## src/rtl/router_ctrl.sv

```systemverilog
// router_ctrl -- packet router control FSM.
// Decodes the destination address from the header, steers one-hot FIFO write
// enables, handles full/after-full/parity sequencing and waits for an empty
// destination FIFO before loading a new packet.
// Optional feature: define ROUTER_SOFT_RESET_TIMER_EN to build per-FIFO idle
// timers that soft-reset a FIFO nobody has read for TIMEOUT cycles. Without
// the macro soft_reset is tied low and no timers exist.
module router_ctrl #(
  parameter int TIMEOUT = 30
) (
  input  logic       clock,
  input  logic       resetn,
  input  logic       pkt_valid,
  input  logic [1:0] data_in,
  input  logic [2:0] fifo_full_in,
  input  logic [2:0] fifo_empty_in,
  input  logic [2:0] read_enb,
  input  logic       parity_done,
  input  logic       low_pkt_valid,
  output logic [2:0] write_enb,
  output logic [2:0] soft_reset,
  output logic       detect_add,
  output logic       lfd_state,
  output logic       ld_state,
  output logic       laf_state,
  output logic       full_state,
  output logic       rst_int_reg,
  output logic       busy,
  output logic       write_enb_reg,
  output logic       fifo_full
);

  typedef enum logic [2:0] {
    DECODE_ADDRESS,
    LOAD_FIRST_DATA,
    LOAD_DATA,
    LOAD_PARITY,
    FIFO_FULL_STATE,
    LOAD_AFTER_FULL,
    WAIT_TILL_EMPTY,
    CHECK_PARITY_ERROR
  } state_t;

  state_t     state;
  state_t     state_nxt;
  logic [1:0] addr;
  logic [1:0] addr_nxt;

  // Per-FIFO flags selected by the latched address (addr never holds 3)
  logic       sel_full;
  logic       sel_empty;
  logic       sel_srst;
  // Empty flag of the FIFO named by the incoming header
  logic       hdr_empty;

`ifdef ROUTER_SOFT_RESET_TIMER_EN
  localparam int CNT_W = (TIMEOUT > 2) ? $clog2(TIMEOUT + 1) : 2;

  logic [CNT_W-1:0] idle_cnt [3];

  // Idle-read timers: restart on empty or read, pulse soft_reset at TIMEOUT-1
  always_ff @(posedge clock or negedge resetn) begin
    if (!resetn) begin
      soft_reset <= 3'b000;
      for (int n = 0; n < 3; n++) begin
        idle_cnt[n] <= '0;
      end
    end else begin
      for (int n = 0; n < 3; n++) begin
        if (fifo_empty_in[n] || read_enb[n]) begin
          idle_cnt[n]   <= '0;
          soft_reset[n] <= 1'b0;
        end else if (idle_cnt[n] == CNT_W'(TIMEOUT - 1)) begin
          idle_cnt[n]   <= '0;
          soft_reset[n] <= 1'b1;
        end else begin
          idle_cnt[n]   <= idle_cnt[n] + 1'b1;
          soft_reset[n] <= 1'b0;
        end
      end
    end
  end
`else
  // Timers not built: read enables and TIMEOUT have no consumer
  logic unused_timer_inputs;

  assign soft_reset          = 3'b000;
  assign unused_timer_inputs = ^{read_enb, TIMEOUT[0]};
`endif

  // Select the full/empty/soft-reset flags of the latched destination
  always_comb begin
    sel_full  = 1'b0;
    sel_empty = 1'b0;
    sel_srst  = 1'b0;
    case (addr)
      2'd0: begin
        sel_full  = fifo_full_in[0];
        sel_empty = fifo_empty_in[0];
        sel_srst  = soft_reset[0];
      end
      2'd1: begin
        sel_full  = fifo_full_in[1];
        sel_empty = fifo_empty_in[1];
        sel_srst  = soft_reset[1];
      end
      2'd2: begin
        sel_full  = fifo_full_in[2];
        sel_empty = fifo_empty_in[2];
        sel_srst  = soft_reset[2];
      end
      default: begin
        sel_full  = 1'b0;
        sel_empty = 1'b0;
        sel_srst  = 1'b0;
      end
    endcase
  end

  // Select the empty flag of the FIFO addressed by the header byte
  always_comb begin
    hdr_empty = 1'b0;
    case (data_in)
      2'd0:    hdr_empty = fifo_empty_in[0];
      2'd1:    hdr_empty = fifo_empty_in[1];
      2'd2:    hdr_empty = fifo_empty_in[2];
      default: hdr_empty = 1'b0;
    endcase
  end

  assign fifo_full = sel_full;

  // State and destination address registers
  always_ff @(posedge clock or negedge resetn) begin
    if (!resetn) begin
      state <= DECODE_ADDRESS;
      addr  <= 2'd0;
    end else begin
      state <= state_nxt;
      addr  <= addr_nxt;
    end
  end

  // Next-state logic; a soft reset of the active FIFO abandons the packet
  always_comb begin
    state_nxt = state;
    addr_nxt  = addr;
    case (state)
      DECODE_ADDRESS: begin
        if (pkt_valid && (data_in != 2'd3)) begin
          addr_nxt  = data_in;
          state_nxt = hdr_empty ? LOAD_FIRST_DATA : WAIT_TILL_EMPTY;
        end
      end
      LOAD_FIRST_DATA: state_nxt = LOAD_DATA;
      LOAD_DATA: begin
        if (sel_full) begin
          state_nxt = FIFO_FULL_STATE;
        end else if (!pkt_valid) begin
          state_nxt = LOAD_PARITY;
        end
      end
      LOAD_PARITY: state_nxt = CHECK_PARITY_ERROR;
      FIFO_FULL_STATE: begin
        if (!sel_full) begin
          state_nxt = LOAD_AFTER_FULL;
        end
      end
      LOAD_AFTER_FULL: begin
        if (parity_done) begin
          state_nxt = DECODE_ADDRESS;
        end else if (low_pkt_valid) begin
          state_nxt = LOAD_PARITY;
        end else begin
          state_nxt = LOAD_DATA;
        end
      end
      WAIT_TILL_EMPTY: begin
        if (sel_empty) begin
          state_nxt = LOAD_FIRST_DATA;
        end
      end
      CHECK_PARITY_ERROR: begin
        state_nxt = sel_full ? FIFO_FULL_STATE : DECODE_ADDRESS;
      end
      default: state_nxt = DECODE_ADDRESS;
    endcase
    if (sel_srst && (state != DECODE_ADDRESS)) begin
      state_nxt = DECODE_ADDRESS;
    end
  end

  // Moore state decodes
  always_comb begin
    detect_add    = 1'b0;
    lfd_state     = 1'b0;
    ld_state      = 1'b0;
    laf_state     = 1'b0;
    full_state    = 1'b0;
    rst_int_reg   = 1'b0;
    write_enb_reg = 1'b0;
    busy          = 1'b1;
    case (state)
      DECODE_ADDRESS: begin
        detect_add = 1'b1;
        busy       = 1'b0;
      end
      LOAD_FIRST_DATA: lfd_state = 1'b1;
      LOAD_DATA: begin
        ld_state      = 1'b1;
        write_enb_reg = 1'b1;
        busy          = 1'b0;
      end
      LOAD_PARITY: write_enb_reg = 1'b1;
      FIFO_FULL_STATE: full_state = 1'b1;
      LOAD_AFTER_FULL: begin
        laf_state     = 1'b1;
        write_enb_reg = 1'b1;
      end
      CHECK_PARITY_ERROR: rst_int_reg = 1'b1;
      default: busy = 1'b1;
    endcase
  end

  // One-hot write enable toward the latched destination FIFO
  always_comb begin
    write_enb = 3'b000;
    if (write_enb_reg) begin
      case (addr)
        2'd0:    write_enb = 3'b001;
        2'd1:    write_enb = 3'b010;
        2'd2:    write_enb = 3'b100;
        default: write_enb = 3'b000;
      endcase
    end
  end

endmodule

```

## config.mk

```make
export PLATFORM = sky130hd
export DESIGN_NAME = router_ctrl
export DESIGN_NICKNAME = d
export VERILOG_FILES = /design/src/rtl/router_ctrl.sv
export SDC_FILE = /design/constraint.sdc
export NUM_CORES = 1
export LEC_CHECK = 0
export ABC_AREA = 0
export CORE_MARGIN = 4
export CORE_UTILIZATION = 39
export CTS_CLUSTER_DIAMETER = 30
export DETAILED_ROUTE_END_ITERATION = 12
export PLACE_DENSITY = 0.92
export RECOVER_POWER = 25
export SLEW_MARGIN = 20
export SYNTH_ARGS = -nofsm -noshare
export SYNTH_HDL_FRONTEND = slang
export SYNTH_SLANG_ARGS = --single-unit
```

## constraint.sdc

```tcl
create_clock -name clock -period 3.3 [get_ports clock]
set_input_delay 0.99 -clock clock [delete_from_list [all_inputs] [get_ports clock]]
set_output_delay 0.99 -clock clock [all_outputs]
set_load 0.05 [all_outputs]
```

## Word-level counts from Yosys, hierarchy flattened

Cells that the tools add are included.

| operators by class | value |
|---|---|
| eq/ne operators | 16 |
| muxes and demuxes | 23 |
| reductions and logical operators | 8 |

Operator list:

| kind | number |
|---|---|
| 3-bit 2-to-1 mux | 8 |
| 3-bit case mux with 8 select lines | 1 |
| 3-bit == test, second input constant | 4 |
| 1-bit 2-to-1 mux | 9 |
| 1-bit case mux with 3 select lines | 3 |
| 3-bit case mux with 3 select lines | 1 |
| 2-bit inequality test, second input constant | 4 |
| 3-bit by 2-bit == test with 1-bit output, second input constant | 2 |
| 2-bit by 1-bit == test with 1-bit output, second input constant | 2 |
| 2-bit == test, second input constant | 2 |
| 2-bit zero test | 2 |
| 4-bit AND reduction | 1 |
| 3-bit by 1-bit == test with 1-bit output, second input constant | 1 |
| 3-bit zero test | 1 |
| 3-bit inequality test, second input constant | 1 |
| 3-bit OR reduction | 1 |
| 2-bit 2-to-1 mux | 1 |
| 2-bit AND reduction | 1 |
| 2-bit OR reduction | 1 |
| 1-bit logical AND | 1 |

| word-level totals | value |
|---|---|
| output and inout port bits | 15 |
| word-level logic and storage cells | 49 |
| bits in registers | 5 |
| input port bits | 16 |

## Depth between registers and ports, before layout

Gate-level depths: netlist (run 1).

| depth | value |
|---|---|
| word-level depth | 5 |
| depth in mapped cells | 6 |
| depth with buffers taken out | 5 |

## Worst setup path before layout (run 1)

No wires, ideal clock.

| path | value |
|---|---|
| kind | reg2out |
| from | register state[1] |
| to | output write_enb[0] |
| required time | 2.310 ns |
| arrival | 2.509 ns |
| cell stages (with the launch flop) | 5 |
| slack | -0.199 ns |
| path buffers | 1 |
| path through | dfrtp_1 -> buf_2 -> nor2_1 -> a21oi_1 -> nor3_1 |

| on the way | value |
|---|---|
| word-level cells in the longest chain between the ends | 4 |
| elaborated cells between the ends (all ways) | 6 |
| classes of those cells | eq/ne (3); mux (2); reduce/logical (1) |

Ends and longest elaborated chain:

| what | line | source |
|---|---|---|
| from (decl) | 44 | `state_t state;` |
| from (signal assigned) | 139 | `state <= state_nxt;` |
| 3-bit == test / 3-bit by 2-bit == test with 1-bit output (equally long branches) | 203 | `case (state)` |
| 3-bit OR reduction (no source line) (*) | -- |  |
| 1-bit 2-to-1 mux (*) | 203 |  |
| 3-bit 2-to-1 mux (*) | 228 | `if (write_enb_reg) begin` |
| to (decl) | 20 | `output logic [2:0] write_enb,` |

Mark *: on every way between the ends. The rest lies on a longest branch, timed or not.

## Worst setup path after layout (run 1)

| path | value |
|---|---|
| from | register state[2] |
| to | output write_enb[1] |

The elaborated chain is that of the path after synthesis.

==> flow_metrics.tcl, run 1 <==
set metrics [dict create \
    worst_ep_arrival_time_ns 2.14 \
    fill_cells 130 \
    crit_path_start_kind "flop" \
    async_reset_ff_frac 1.000 \
    cp.buffers_inverters 2 \
    synth_area_leaders "dfrtp_1 (23%), a21oi_1 (5.5%), mux2i_1 (5.5%)" \
    die_w_um 45.36 \
    path_cells "nand2_1 -> nor2_2 -> a21oi_1 -> inv_1 -> and3_1 -> clkdlybuf4s50_1" \
    drive_gt1_frac 0.1277 \
    fin_crit_sh 0.9487 \
    core_sq_mm 0.001301 \
    grt_antenna_before_repair 0 \
    fin_crit_ns 3.131 \
    synth_top_family_by_area "simple AND/OR/NAND/NOR gates" \
    clock-sinks 5 \
    synth_compound_area_frac 0.2046 \
    synth_top_area_share 0.2299 \
    ys_types 31 \
    grt_setup_unrepaired "no" \
    ir_drop_v 0.0006453 \
    initial_core_util 0.4183 \
    grt_max_degree 15 \
    max_stage_delay_ns 0.80 \
    power_uw 938.0 \
    finalHoldViolCount 0 \
    gp_congestion 0.7289 \
    setup_violations 0 \
    status "complete, no violations" \
    synth_common_cells "nand2_1 (8), a21oi_1 (6), dfrtp_1 (5), inv_1 (5)" \
    cts_resized 0 \
    ys.flop_type "dfrtp_1" \
    cts-root-buf "clkbuf_4" \
    synth_seq_cells 5 \
    worstPathRequired_ns 2.31 \
    yosys.area_share.adder 0 \
    antenna_cells 0 \
    grtUsageTotal 0.1371 \
    synth_edf_count 0 \
    min_path_type "flop to flop" \
    nets 111 \
    holdBufCountCts 0 \
    grt_pass1_wl_um 2070 \
    yosysMostFrequentCell "nand2_1" \
    fmax_ghz 0.3194 \
    criticalPathCategory "flop to primary output" \
    yosysTopAreaCell "dfrtp_1" \
    post_cts.repair.setup_buffers 0 \
    area_growth_syn_to_layout_pct 48.28 \
    maxCapViolations 0 \
    skew_ns 0.001490 \
    cp_max_fo 11 \
    tightestPinTransition_ns 0.5062 \
    grt_overflow 0 \
    syn_inst 71 \
    multi_input_area_sq_um 367.9 \
    dr_total_vias 563 \
    drc 0 \
    syn_area_sq_um 544.3 \
    hpwl_um 1075 \
    vias_per_cell 5.165 \
    seq_area_frac_synth 0.2299 \
    dr.first_iter.drc_count 10 \
    first_pass_iters 4 \
    clock_path_buffers 2 \
    synth_xor_area_frac 0 \
    p_per_area_mw_per_mm2 1162 \
    synthMuxAreaShare 0.1218 \
    num_rows 13 \
    ys.warnings.count 0 \
    cts_max_level 1 \
    synth-simple-area-share 0.3241 \
    drv_slew 0 \
    insertion_delay_ns 0.24 \
    die_area_sq_mm 0.002057 \
    cts_tree "done" \
    grt_pass1_vias 513 \
    wire_per_inst_um 12.13 \
    drtAntennaViolNets 0 \
    wl_um 1322 \
    ios 31 \
    leakagePower_nw 0.3376 \
    cp-end-kind "primary output" \
    portBuffers 24 \
    clk_pin_slew_ns 0.04 \
    path_delay_family "buffers and inverters" \
    dieHeight_um 45.36 \
    cpMaxStageDelayCell "clkdlybuf4s50_1" \
    tns_ns 0 \
    avgSynthCellArea_sq_um 7.666 \
    slew_headroom 0.6615 \
    regArea_sq_um 125.1 \
    cts_made_buffers 3 \
]
report_power, final:
group	total (mW)	switching (mW)	internal [mW]
Clock	0.0675	0.0220	0.0455
Combinational	0.688	0.414	0.274
Sequential	0.182	0.0871	0.0949
Total	0.938	0.523	0.415
tightest hold or removal path: stages (launching register included):
cell	delay, ns
dfrtp_1	0.44
inv_1	0.14
a21oi_1	0.08
cell usage in the layout, fill, tap and decap left out, types with 2 or more instances in the layout:
master           netlist  final
dfrtp_1                5      5
a21oi_1                6      6
and3_1                 2      2
o21ai_0                4      4
clkbuf_4               0      3
mux2i_1                3      3
inv_1                  5      5
nor3_1                 4      4
clkdlybuf4s50_1        0     22
nor2_1                 4      3
a31oi_1                2      2
a21boi_0               2      2
nand3b_1               3      3
conb_1                 1      3
nand2_1                8      8
cell families (layout without fill, tap and decap cells):
logic type	Yosys count	in the layout
and+or+nand+nor	30	30
AOI/OAI and AO/OA	18	18
DFF	5	5
other	1	3
muxes	5	5
buffers and inverters	12	33
path summary, 6_finish.rpt:
kind	cells after the start	slack, ns	to	start
max in group asynchronous	1	2.08	addr[1]	resetn
hold reg to reg	2	0.70	addr[1]	addr[1]
setup / recovery	6	0.17	write_enb[1]	state[2]
hold / removal	2	0.70	addr[1]	addr[1]
min in group asynchronous	1	1.04	state[2]	resetn
setup reg to reg	5	1.58	state[2]	state[1]
area by class of cell:
cell class	instances	share of cell area
well taps	15	0.02326
inverters	5	0.02326
flip-flops and latches	5	0.1550
clock buffers	4	0.03256
multi-input cells	56	0.4558
repair buffers	24	0.3101
sequential cells by signal, summed over array words and instances, names as in the netlist:
name / count
state: 3
addr: 2
through the flow:
step | cell area, sq um | instances | hold WS, ns | setup slack [ns] | utilization
floorplan | 554.3 | 73 | 0.6219 | 0.06444 | -
global placement | 780.7 | 105 | 0.6830 | 0.3277 | 0.6000
detailed placement | 780.7 | 105 | 0.7061 | 0.3322 | 0.6000
CTS | 807.0 | 109 | 0.7082 | 0.1539 | 0.6202
global route | 807.0 | 109 | 0.7417 | 0.02092 | 0.6202
finish | 807.0 | 109 | 0.7031 | 0.1693 | 0.6202
per-layer routing:
layer	routed length, um	up-vias	global-route usage
li1	-	290	-
met1	585	251	0.1739
met2	631	20	0.2175
met3	90	2	0.01594
met4	14	0	0.08772
met5	0	-	0
No activity file was read; power rests on OpenSTA's default activity.
==> inputs of run 2 (changes only) <==
Settings changed: CORE_UTILIZATION 39 to 40, DONT_BUFFER_PORTS set to 1, PLACE_DENSITY 0.92 to 0.64.
==> flow_metrics.tcl, run 2 (synthesis results as in run 1) <==
set metrics [dict create \
    status "complete, no violations" \
    vias_per_cell 5.495 \
    insertion_delay_ns 0.24 \
    cts_tree "done" \
    dr.first_iter.drc_count 7 \
    setup_violations 0 \
    mostFrequentLayoutCells "nand2_1 (8), a21oi_1 (6), inv_1 (5), dfrtp_1 (5), buf_4 (5)" \
    fin_crit_ns 2.623 \
    first_pass_iters 3 \
    drtAntennaViolNets 0 \
    largest-register "state" \
    cts_resized 0 \
    portBuffers 0 \
    crit_path_start_kind "flop" \
    clk_pin_slew_ns 0.04 \
    dieHeight_um 44.89 \
    skew_ns 0.001549 \
    cpMaxStageDelayCell "dfrtp_1" \
    ios 31 \
    holdBufCountCts 0 \
    tns_ns 0 \
    grt_pass1_wl_um 2139 \
    num_rows 13 \
    worst_ep_arrival_time_ns 1.63 \
    rrSetupSlack_ns 1.49 \
    criticalPathCategory "flop to primary output" \
    area_growth_syn_to_layout_pct 13.79 \
    cp-end-kind "primary output" \
    hpwl_um 1028 \
    grt_max_degree 15 \
    die_area_sq_mm 0.002015 \
    tightestPinTransition_ns 0.8439 \
    grtUsageTotal 0.1418 \
    cts-root-buf "clkbuf_4" \
    worstPathRequired_ns 2.31 \
    reg_top3 "state (3), addr (2)" \
    max_stage_delay_ns 0.49 \
    wire_per_inst_um 13.52 \
    die_w_um 44.89 \
    finalHoldViolCount 0 \
    grt_antenna_before_repair 0 \
    final_common_cell "nand2_1" \
    nets 93 \
    path_cells "nand2_1 -> nor2_2 -> a21oi_1 -> inv_1 -> and3_1 -> buf_12" \
    fin_crit_sh 0.7948 \
    grt_overflow 0 \
    largest_reg_flops 3 \
    initial_core_util 0.4236 \
    maxCapViolations 0 \
    fmax_ghz 0.3813 \
    post_cts.repair.setup_buffers 0 \
    slew_headroom 0.4349 \
    dr_total_vias 500 \
    rr_worst_depth 5 \
    drv_slew 0 \
    cp_max_fo 11 \
    cts_max_level 1 \
    grt_setup_unrepaired "no" \
    wl_um 1230 \
    clock-sinks 5 \
    grt_pass1_vias 479 \
    core_sq_mm 0.001285 \
    gp_congestion 0.7105 \
    clock_path_buffers 2 \
    drc 0 \
    fill_cells 135 \
    cts_made_buffers 3 \
    antenna_cells 0 \
    min_path_type "input pin to asynchronous set/reset pin" \
    drive_gt1_frac 0.2368 \
]
[run 2: changes by cell type in the layout (fill, tap and decap cells not counted)]
cell and delta:
dlygate4sd3_1 -1, buf_4 +5, nor3b_1 -1, nor3b_2 +1
clkdlybuf4s50_1 -22
[run 2: final timing paths]
| check | from | endpoint |
|---|---|---|
| setup reg to reg | addr[1] | state[2] |
| min in group clock | addr[1] | addr[1] |
| max in group asynchronous | resetn | state[1] |
| setup / recovery | state[2] | write_enb[1] |
| hold / removal | resetn | addr[0] |
| hold reg to reg | addr[1] | addr[1] |
[run 2: final cells by class]
cell class,count,area [sq um],share of cell area
inverter,5,18.77,0.03030
timing repair buffer,6,57.56,0.09293
multi-input combinational,56,372.9,0.6020
tap,15,18.77,0.03030
sequential,5,125.1,0.2020
clock buffer,4,26.28,0.04242
[run 2: per-stage QoR]
step	setup slack [ns]	instance area [sq um]	utilization	std cells	hold slack (ns)
2_1_floorplan	0.06444	554.3	-	73	0.6219
3_3_place_gp	0.7869	593.1	0.4615	87	0.6787
3_5_place_dp	0.7860	593.1	0.4615	87	0.6873
4_1_cts	0.6629	619.3	0.4820	91	0.4385
5_1_grt	0.5348	619.3	0.4820	91	0.4283
6_report	0.6772	619.3	0.4820	91	0.4479
[run 2: metal layers]
layer	up-vias	global-route usage	share of wire
met5	-	0	0
met4	0	0.07602	0.011
met3	2	0.05179	0.072
met2	13	0.2063	0.50
met1	230	0.1818	0.42
li1	255	-	-
[run 2: worst max-delay path: cells and delay by family, from the launching register on]
kind	cells	cell delay, ns
compound gates	1	0.24
simple gates	3	0.43
flops	1	0.49
buf+inv	2	0.24
Power of run 2 is left out: the tool's default activity adds up to more than one toggle a clock period on the data nets, which glitch-free logic cannot reach.
==> inputs of run 3 (changes only) <==
Clock period 3.3 ns to 2.7 ns, I/O delays scaled along.
==> flow_metrics.tcl, run 3 (synthesis results as in run 1) <==
set metrics [dict create \
    worstPathRequired_ns 1.89 \
    cts_resized 0 \
    area_growth_syn_to_layout_pct 14.48 \
    post_cts.repair.setup_buffers 0 \
    rr_worst_depth 6 \
    tightestPinTransition_ns 0.5270 \
    slew_headroom 0.6412 \
    finalHoldViolCount 0 \
    grt_overflow 0 \
    grt_pass1_wl_um 1752 \
    fin_crit_sh 0.9175 \
    clk_pin_slew_ns 0.04 \
    cts_max_level 1 \
    crit_start "state[1]" \
    ios 31 \
    mostFrequentLayoutCells "nand2_1 (8), a21oi_1 (6), buf_4 (6), inv_1 (5), dfrtp_1 (5)" \
    fmax_ghz 0.4037 \
    min_path_type "input pin to asynchronous set/reset pin" \
    reg_top3 "state (3), addr (2)" \
    cts_tree "done" \
    wire_per_inst_um 12.62 \
    r2r_end "state[2]" \
    nets 93 \
    cpMaxStageDelayCell "dfrtp_1" \
    largest-register "state" \
    clock_path_buffers 2 \
    final_common_cell "nand2_1" \
    drv_slew 0 \
    vias_per_cell 5.242 \
    place_ws_ns 0.4645 \
    fill_cells 133 \
    holdBufCountCts 0 \
    fin_crit_ns 2.477 \
    core_sq_mm 0.001285 \
    layout_setup_ws_ns 0.2227 \
    cts_made_buffers 3 \
    initial_core_util 0.4236 \
    portBuffers 0 \
    insertion_delay_ns 0.23 \
    grt_pass1_vias 405 \
    grt_max_degree 15 \
    first_pass_iters 4 \
    rrSetupSlack_ns 0.89 \
    largest_reg_flops 3 \
    tns_ns 0 \
    cts-root-buf "clkbuf_4" \
    status "complete, no violations" \
    path_cells "nor2_4 -> a21oi_1 -> inv_1 -> and3_2" \
    crit_path_start_kind "flop" \
    maxCapViolations 0 \
    hpwl_um 954.6 \
    die_w_um 44.89 \
    num_rows 13 \
    clock-sinks 5 \
    drive_gt1_frac 0.2763 \
    worst_ep_arrival_time_ns 1.67 \
    max_stage_delay_ns 0.62 \
    grt_antenna_before_repair 0 \
    cp-end-kind "primary output" \
    criticalPathCategory "flop to primary output" \
    setup_violations 0 \
    drc 0 \
    gp_congestion 0.7025 \
    cp_max_fo 14 \
    die_area_sq_mm 0.002015 \
    wl_um 1148 \
    dr_total_vias 477 \
    skew_ns 0.0003869 \
    dr.first_iter.drc_count 2 \
    antenna_cells 0 \
    grtUsageTotal 0.1161 \
    grt_setup_unrepaired "no" \
    dieHeight_um 44.89 \
    worstReg2RegStart "state[1]" \
    drtAntennaViolNets 0 \
]
## run 3: cell count changes in the layout (fill, tap and decap cells not counted)
cell    previous run  this run
nor3_1             4         2
nor3_2             1         3
and3_1             2         1
and3_2             0         1
buf_12             1         0
buf_4              5         6
nor2_2             1         0
nor2_4             0         1
## run 3: metal layers
| layer | share of wire | vias up | track usage |
|---|---|---|---|
| met4 | 0.016 | 0 | 0.05263 |
| met1 | 0.41 | 210 | 0.1446 |
| met5 | 0 | - | 0 |
| met3 | 0.072 | 2 | 0.03984 |
| met2 | 0.50 | 11 | 0.1805 |
| li1 | - | 254 | - |
## run 3: per-stage QoR
stage / instance area, sq um / hold WS, ns / utilization / std cells
final: 623.1 / 0.2686 / 0.4849 / 91
after global routing: 623.1 / 0.2476 / 0.4849 / 91
after CTS: 623.1 / 0.2587 / 0.4849 / 91
after detailed placement: 596.8 / 0.5145 / 0.4645 / 87
after global placement: 596.8 / 0.5146 / 0.4645 / 87
after floorplan: 570.5 / 0.5144 / - / 73
## run 3: cell type report
cell class              count  area (sq um)  area share
multi-input cells          56         389.1      0.6245
flip-flops and latches      5         125.1      0.2008
repair buffers              6         45.04     0.07229
clock buffers               4         26.28     0.04217
inverters                   5         18.77     0.03012
well taps                  15         18.77     0.03012
## run 3: how the worst max path moves through the flow
stage / to / depth (start not counted)
6_report: write_enb[1] / 4
5_1_grt: write_enb[1] / 5
4_1_cts: write_enb[1] / 5
3_5_place_dp: write_enb[1] / 5
3_3_place_gp: write_enb[1] / 5
2_1_floorplan: write_enb[1] / 5
## run 3: worst max-delay path, delay by kind of cell, from the launching register on
| family | cells | cell delay [ns] |
|---|---|---|
| and+or+nand+nor | 2 | 0.41 |
| AOI/OAI and AO/OA | 1 | 0.31 |
| buffers and inverters | 1 | 0.09 |
| DFF | 1 | 0.62 |
Power of run 3 is left out for the same reason.
